**src/rtl/sisc_pkg.sv**
```systemverilog
`default_nettype none
`timescale 1ns/1ps
// ============================================================================
// Module   : sisc_pkg
// Purpose  : Shared constants for the SISC multi-cycle control unit:
//            opcode values, FSM state encoding, alu_op and wb_sel encodings,
//            and a helper that classifies memory-access opcodes.
// Revision : 1.0 - initial release
// ============================================================================
package sisc_pkg;

    // Opcode values (IR[31:28])
    localparam logic [3:0] c_op_noop = 4'h0;
    localparam logic [3:0] c_op_lod  = 4'h1;
    localparam logic [3:0] c_op_str  = 4'h2;
    localparam logic [3:0] c_op_swp  = 4'h3;
    localparam logic [3:0] c_op_bra  = 4'h4;
    localparam logic [3:0] c_op_brr  = 4'h5;
    localparam logic [3:0] c_op_bne  = 4'h6;
    localparam logic [3:0] c_op_bnr  = 4'h7;
    localparam logic [3:0] c_op_alu  = 4'h8;
    localparam logic [3:0] c_op_hlt  = 4'hF;

    // alu_op: [1] = suppress status save, [0] = immediate operand
    localparam logic [1:0] c_alu_reg      = 2'b00;
    localparam logic [1:0] c_alu_imm      = 2'b01;
    localparam logic [1:0] c_alu_nosave   = 2'b10;
    localparam logic [1:0] c_alu_nosave_i = 2'b11;

    // wb_sel: register-file write-data source
    localparam logic [1:0] c_wb_alu = 2'd0;
    localparam logic [1:0] c_wb_mem = 2'd1;
    localparam logic [1:0] c_wb_rb  = 2'd2;

    typedef enum logic [2:0] {
        ST_START1    = 3'd0,
        ST_FETCH     = 3'd1,
        ST_DECODE    = 3'd2,
        ST_EXECUTE   = 3'd3,
        ST_MEM       = 3'd4,
        ST_WRITEBACK = 3'd5,
        ST_HALT      = 3'd6
    } state_t;

    // LOD/STR/SWP are the only opcodes that touch data memory
    function automatic logic is_mem_op(input logic [3:0] op);
        return (op == c_op_lod) || (op == c_op_str) || (op == c_op_swp);
    endfunction

endpackage
`default_nettype wire

```
**src/rtl/sisc_branch_eval.sv**
```systemverilog
`default_nettype none
`timescale 1ns/1ps
// ============================================================================
// Module   : sisc_branch_eval
// Purpose  : Combinational branch resolution. A branch is taken when its
//            mask is zero (unconditional) or when the masked status agrees
//            with the branch sense (BRA/BRR: any bit set, BNE/BNR: none set).
// Ports    : opcode   in  4     normalised opcode
//            mm       in  MM_W  condition mask
//            stat     in  MM_W  status register
//            taken    out 1     branch opcode and condition satisfied
//            relative out 1     PC-relative form (BRR/BNR)
// Revision : 1.0 - initial release
// ============================================================================
module sisc_branch_eval
    import sisc_pkg::*;
#(
    parameter int MM_W = 4
) (
    input  logic [3:0]      opcode,
    input  logic [MM_W-1:0] mm,
    input  logic [MM_W-1:0] stat,
    output logic            taken,
    output logic            relative
);

    logic w_cond;
    logic w_uncond;
    logic w_pos;
    logic w_neg;

    assign w_cond   = |(mm & stat);
    assign w_uncond = (mm == '0);
    assign w_pos    = (opcode == c_op_bra) || (opcode == c_op_brr);
    assign w_neg    = (opcode == c_op_bne) || (opcode == c_op_bnr);

    assign taken    = (w_pos && (w_uncond ||  w_cond)) ||
                      (w_neg && (w_uncond || !w_cond));
    assign relative = (opcode == c_op_brr) || (opcode == c_op_bnr);

endmodule
`default_nettype wire

```
**src/rtl/sisc_ctrl_mc.sv**
```systemverilog
`default_nettype none
`timescale 1ns/1ps
// ============================================================================
// Module   : sisc_ctrl_mc
// Purpose  : Multi-cycle SISC control unit. Sequences START1 -> FETCH ->
//            DECODE -> EXECUTE -> MEM -> WRITEBACK, with req/rdy wait states
//            in FETCH and MEM, a wait-state timeout, and an absorbing HALT.
// Ports    : clk, rst_f (async active-low); opcode/mm from IR; stat;
//            mem_rdy; datapath enables rf_we, alu_op, wb_sel, br_sel, rb_sel,
//            ir_load, pc_sel, pc_write, pc_rst, mem_req, mem_we; status
//            halted, err (sticky timeout), instr_cnt.
// Config   : SISC_CTRL_PERF_EN - builds the retired-instruction counter;
//            otherwise instr_cnt is tied to zero.
// Revision : 1.0 - initial release
// ============================================================================
module sisc_ctrl_mc
    import sisc_pkg::*;
#(
    parameter int OPC_W   = 4,
    parameter int MM_W    = 4,
    parameter int TIMEOUT = 15,
    parameter int CNT_W   = 32
) (
    input  logic             clk,
    input  logic             rst_f,
    input  logic [OPC_W-1:0] opcode,
    input  logic [MM_W-1:0]  mm,
    input  logic [MM_W-1:0]  stat,
    input  logic             mem_rdy,
    output logic             rf_we,
    output logic [1:0]       alu_op,
    output logic [1:0]       wb_sel,
    output logic             br_sel,
    output logic             rb_sel,
    output logic             ir_load,
    output logic             pc_sel,
    output logic             pc_write,
    output logic             pc_rst,
    output logic             mem_req,
    output logic             mem_we,
    output logic             halted,
    output logic             err,
    output logic [CNT_W-1:0] instr_cnt
);

    localparam int WC_W = (TIMEOUT > 0) ? $clog2(TIMEOUT + 1) : 1;

    state_t          r_state;
    state_t          w_next;
    logic [WC_W-1:0] r_wait_cnt;
    logic            r_err;
    logic [3:0]      w_op;
    logic            w_mem_op;
    logic            w_taken;
    logic            w_relative;
    logic            w_waiting;
    logic            w_timeout;
    logic            w_imm;

    assign w_op     = 4'(opcode);
    assign w_mem_op = is_mem_op(w_op);
    assign w_imm    = (mm == MM_W'(8));

    sisc_branch_eval #(
        .MM_W     (MM_W)
    ) u_branch_eval (
        .opcode   (w_op),
        .mm       (mm),
        .stat     (stat),
        .taken    (w_taken),
        .relative (w_relative)
    );

    // A stalled access is one still waiting on mem_rdy in FETCH or a data MEM.
    // The timeout fires only when the limit is reached and rdy is still low,
    // so a completion in the limit cycle is a normal completion.
    assign w_waiting = !mem_rdy &&
                       ((r_state == ST_FETCH) || ((r_state == ST_MEM) && w_mem_op));
    assign w_timeout = (TIMEOUT > 0) && w_waiting &&
                       (r_wait_cnt == WC_W'(TIMEOUT));

    always_ff @(posedge clk or negedge rst_f) begin
        if (!rst_f) begin
            r_state    <= ST_START1;
            r_wait_cnt <= '0;
            r_err      <= 1'b0;
        end else begin
            r_state <= w_next;
            if (w_waiting && !w_timeout)
                r_wait_cnt <= r_wait_cnt + WC_W'(1);
            else
                r_wait_cnt <= '0;
            if (w_timeout)
                r_err <= 1'b1;
        end
    end

    assign err = r_err;

    always_comb begin
        w_next   = r_state;
        rf_we    = 1'b0;
        alu_op   = c_alu_nosave;
        wb_sel   = c_wb_alu;
        br_sel   = 1'b1;
        rb_sel   = 1'b0;
        ir_load  = 1'b0;
        pc_sel   = 1'b0;
        pc_write = 1'b0;
        pc_rst   = 1'b0;
        mem_req  = 1'b0;
        mem_we   = 1'b0;
        halted   = 1'b0;
        case (r_state)
            ST_START1: begin
                pc_rst = 1'b1;
                w_next = ST_FETCH;
            end
            ST_FETCH: begin
                mem_req = 1'b1;
                if (mem_rdy) begin
                    ir_load  = 1'b1;
                    pc_write = 1'b1;
                    w_next   = ST_DECODE;
                end else if (w_timeout) begin
                    w_next = ST_HALT;
                end
            end
            ST_DECODE: begin
                if (w_op == c_op_hlt) begin
                    w_next = ST_HALT;
                end else begin
                    w_next = ST_EXECUTE;
                    br_sel = !w_relative;
                    if (w_taken) begin
                        pc_sel   = 1'b1;
                        pc_write = 1'b1;
                    end
                end
            end
            ST_EXECUTE: begin
                if (w_op == c_op_alu)
                    alu_op = w_imm ? c_alu_imm : c_alu_reg;
                else if (w_mem_op)
                    alu_op = c_alu_nosave_i;    // address calculation
                w_next = ST_MEM;
            end
            ST_MEM: begin
                if (w_mem_op) begin
                    mem_req = 1'b1;
                    mem_we  = (w_op != c_op_lod);
                    rb_sel  = (w_op != c_op_lod);
                    if (mem_rdy)
                        w_next = ST_WRITEBACK;
                    else if (w_timeout)
                        w_next = ST_HALT;
                end else begin
                    if (w_op == c_op_alu)
                        alu_op = w_imm ? c_alu_nosave_i : c_alu_nosave;
                    w_next = ST_WRITEBACK;
                end
            end
            ST_WRITEBACK: begin
                case (w_op)
                    c_op_alu: begin rf_we = 1'b1; wb_sel = c_wb_alu; end
                    c_op_lod: begin rf_we = 1'b1; wb_sel = c_wb_mem; end
                    c_op_swp: begin rf_we = 1'b1; wb_sel = c_wb_rb;  end
                    default:  ;
                endcase
                w_next = ST_FETCH;
            end
            ST_HALT: begin
                halted = 1'b1;
                w_next = ST_HALT;
            end
            default: w_next = ST_START1;
        endcase
    end

`ifdef SISC_CTRL_PERF_EN
    logic [CNT_W-1:0] r_instr_cnt;

    // WRITEBACK always returns to FETCH, so each WRITEBACK cycle retires one.
    always_ff @(posedge clk or negedge rst_f) begin
        if (!rst_f)
            r_instr_cnt <= '0;
        else if (r_state == ST_WRITEBACK)
            r_instr_cnt <= r_instr_cnt + CNT_W'(1);
    end

    assign instr_cnt = r_instr_cnt;
`else
    assign instr_cnt = '0;
`endif

endmodule
`default_nettype wire

```
**config.mk**
```make
export PLATFORM = sky130hd
export DESIGN_NAME = sisc_ctrl_mc
export DESIGN_NICKNAME = d
export VERILOG_FILES = /design/src/rtl/sisc_pkg.sv /design/src/rtl/sisc_branch_eval.sv /design/src/rtl/sisc_ctrl_mc.sv
export SDC_FILE = /design/constraint.sdc
export NUM_CORES = 1
export LEC_CHECK = 0
export CORE_UTILIZATION = 36
export DETAILED_ROUTE_END_ITERATION = 8
export PLACE_DENSITY = 0.81
export SLEW_MARGIN = 0
export SYNTH_ARGS = -nofsm -noshare
export SYNTH_HDL_FRONTEND = slang
export SYNTH_SLANG_ARGS = --single-unit
```
**constraint.sdc**
```tcl
create_clock -name clk -period 1.8 [get_ports clk]
set_clock_uncertainty 0.15 [all_clocks]
set_input_delay 0.18 -clock clk [delete_from_list [all_inputs] [get_ports clk]]
set_output_delay 0.18 -clock clk [all_outputs]
set_load 0.005 [all_outputs]
```
==> reports/summary.txt <==
TritonCTS clock tree -> done
Max FO, Critical Path -> 5
Worst hold path type -> in2async
Routed vias/inst -> 4.74
Die W -> 52.9 um
Layout cells sized above 1 -> 0.358
Final setup margin -> -6.39 ps
# DRC -> 0
Hpwl dp -> 1.65 mm
FMAX -> 554 MHz
Setup crit start kind -> flip-flop
Initial detailed-routing violation count -> 18
Final nets -> 183
Yosys warns -> 0
Rows -> 18
Crit path time final -> 1810 ps
Most common cell after layout, fill and taps aside -> conb_1
Reg2reg path depth -> 6
Share of the synthesized area in the top cell type -> 0.273
Overall Global Routing Usage -> 0.168
Root Buffer Master -> clkbuf_4
Starting density of the core -> 0.380
CTS buffer count -> 3
Die area -> 2800 sq um
Diodes inserted -> 0
Failing checks -> setup timing
Global-route wire length before repair -> 3.46 mm
Vias in the first global route -> 825
Crit path cell chain -> buf_4, and3b_1, o2111ai_2, a21oi_2, buf_2
Antenna-violating nets left -> 0
Sequential share of the synthesized area -> 0.214
Maximum vdd drop -> 0.555 mV
CP Class -> reg2out
CP max stage cell -> dfrtp_2
Final setup violation count -> 1
Slew Viols, Final -> 0
Max-cap viol count -> 0
FF+latch count, synth -> 8
Required time of the critical path -> 1470 ps
Worst path max stage delay -> 450 ps
Netlist cell types -> 44
Reg2reg start -> r_state[0]
Total gr overflow -> 0
Syn Area/Cell -> 8.41 sq um
Post-Syn Instances -> 111
RSZ-0062 raised after global routing -> yes
Pwr dens -> 897 nW/um^2
Initial antenna violation count -> 0
Routed length per instance -> 11.4 um
Clock tree buffer depth -> 2
Ports -> 62
Routed Wire Length -> 2.21 mm
Num Clock Sinks -> 8
Dpl cells -> 183
Clk_lat worst skew -> 260 ps
# hold bufs at CTS -> 0
Via count -> 925
H-tree Lvls -> 1
DRT Pass-1 Iters -> 4
Period utilization -> 1.00
R2R setup slack -> 230 ps
CP arrival -> 1480 ps
Final GP Congestion -> 0.868
CP endpoint kind -> output pin
Most frequent cells in the layout -> conb_1 (32), buf_4 (27), clkdlybuf4s50_1 (10)
Placeable Area -> 2450 sq um
Cell taking the most area after synthesis -> buf_4
Leakage -> 0.701 nW
Port bufs -> 29
Status -> finished, violations left
Area grow syn2layout -> 46.2%
Reg-to-Reg End -> r_wait_cnt[3]
Post-route insts no fill -> 195
Worst-path clk slew -> 60 ps
Pwr Total -> 1.23 mW
Die Y -> 52.9 um
Synthesized area -> 933 sq um
Dominant cells by area after synthesis -> buf_4 (27%), dfrtp_1 (21%), nor3_1 (4.8%)
Largest net degree at the start of global routing -> 10
Worst hold margin -> 46.8 ps
Fin. Hold Viols -> 0
## power breakdown
part | switching (mW) | internal, mW | total [mW]
combinational | 0.341 | 0.439 | 0.780
sequential | 0.0768 | 0.227 | 0.304
clock | 0.0649 | 0.0766 | 0.141
## worst max path at each step
stage               slack (ps)  startpoint   endpoint
floorplan                  440  r_state[2]   pc_write
global placement          -370       mm[1]   pc_write
detailed placement        -400       mm[1]     pc_sel
CTS                         -8  r_state[2]   pc_write
global route               -70  r_state[2]  alu_op[0]
finish                      -6  r_state[2]  alu_op[0]
## kinds of logic after synthesis
group | count (synthesis) | synth area share
flops | 8 | 0.214
xor+xnor | 2 | 0.0188
buf+inv | 41 | 0.311
compound gates | 14 | 0.134
simple gates | 44 | 0.304
other cells | 1 | 0.00402
fa+ha+maj | 1 | 0.0134
## state kept, by name, summed over array words and instances (netlist names)
name        cells
r_state         3
err             1
r_wait_cnt      4
## worst max-delay path: cells and delay by family (launching register included)
family,cells,cell delay (ps)
AND/OR/NAND/NOR,1,210
AO/OA/AOI/OAI,2,290
buffers and inverters,2,270
flip-flops,1,450
## Yosys cell counts (all sizes together)
library cell	number
a41oi	1
dfrtp	8
inv	5
o31ai	2
nor2	4
nor2b	2
o311a	1
ha	1
nand3	3
conb	1
a22oi	2
nand3b	1
a21boi	1
nor4	3
nand2	5
xnor2	1
nor3b	2
and4b	1
a21oi	2
nand2b	1
buf	36
and3b	1
xor2	1
o2bb2ai	1
and3	2
o21ai	1
or2	3
a222oi	1
a31oi	1
and2b	2
o2111ai	1
nand4	2
and4bb	1
nor3	9
nand4b	1
and2	1
## final cells by class
cell class                 count  area [sq um]
inverter                       5          18.8
fill                         231          1090
sequential                     8           204
tap                           30          37.5
multi-input combinational     93           624
timing repair buffer          56           458
clock buffer                   3          22.5
## metal layers
metal,track usage,part of all wire,vias to the layer above
met3,0.0287,0.065,2
met5,0,0,-
met4,0.0746,0.0081,0
li1,-,-,438
met2,0.314,0.52,39
met1,0.182,0.41,446
## stage by stage
step                setup TNS [ps]  cell area [sq um]   util  setup WS (ps)
global placement             -2650               1240  0.506           -371
detailed placement           -2840               1240  0.506           -398
floorplan                        0               1050      -            441
finish                       -6.39               1370  0.556          -6.39
global route                  -133               1370  0.556          -72.8
CTS                          -10.3               1330  0.543          -8.31
## repair_timing
item | 4_1_cts | 5_1_grt
endpoints found under the setup margin | 14 | 10
pin swaps | 6 | 8
buffers inserted | 8 | 1
resized for setup | 38 | 16
hold endpoints to repair | 0 | 0
Power figures use the tool's default switching activity.
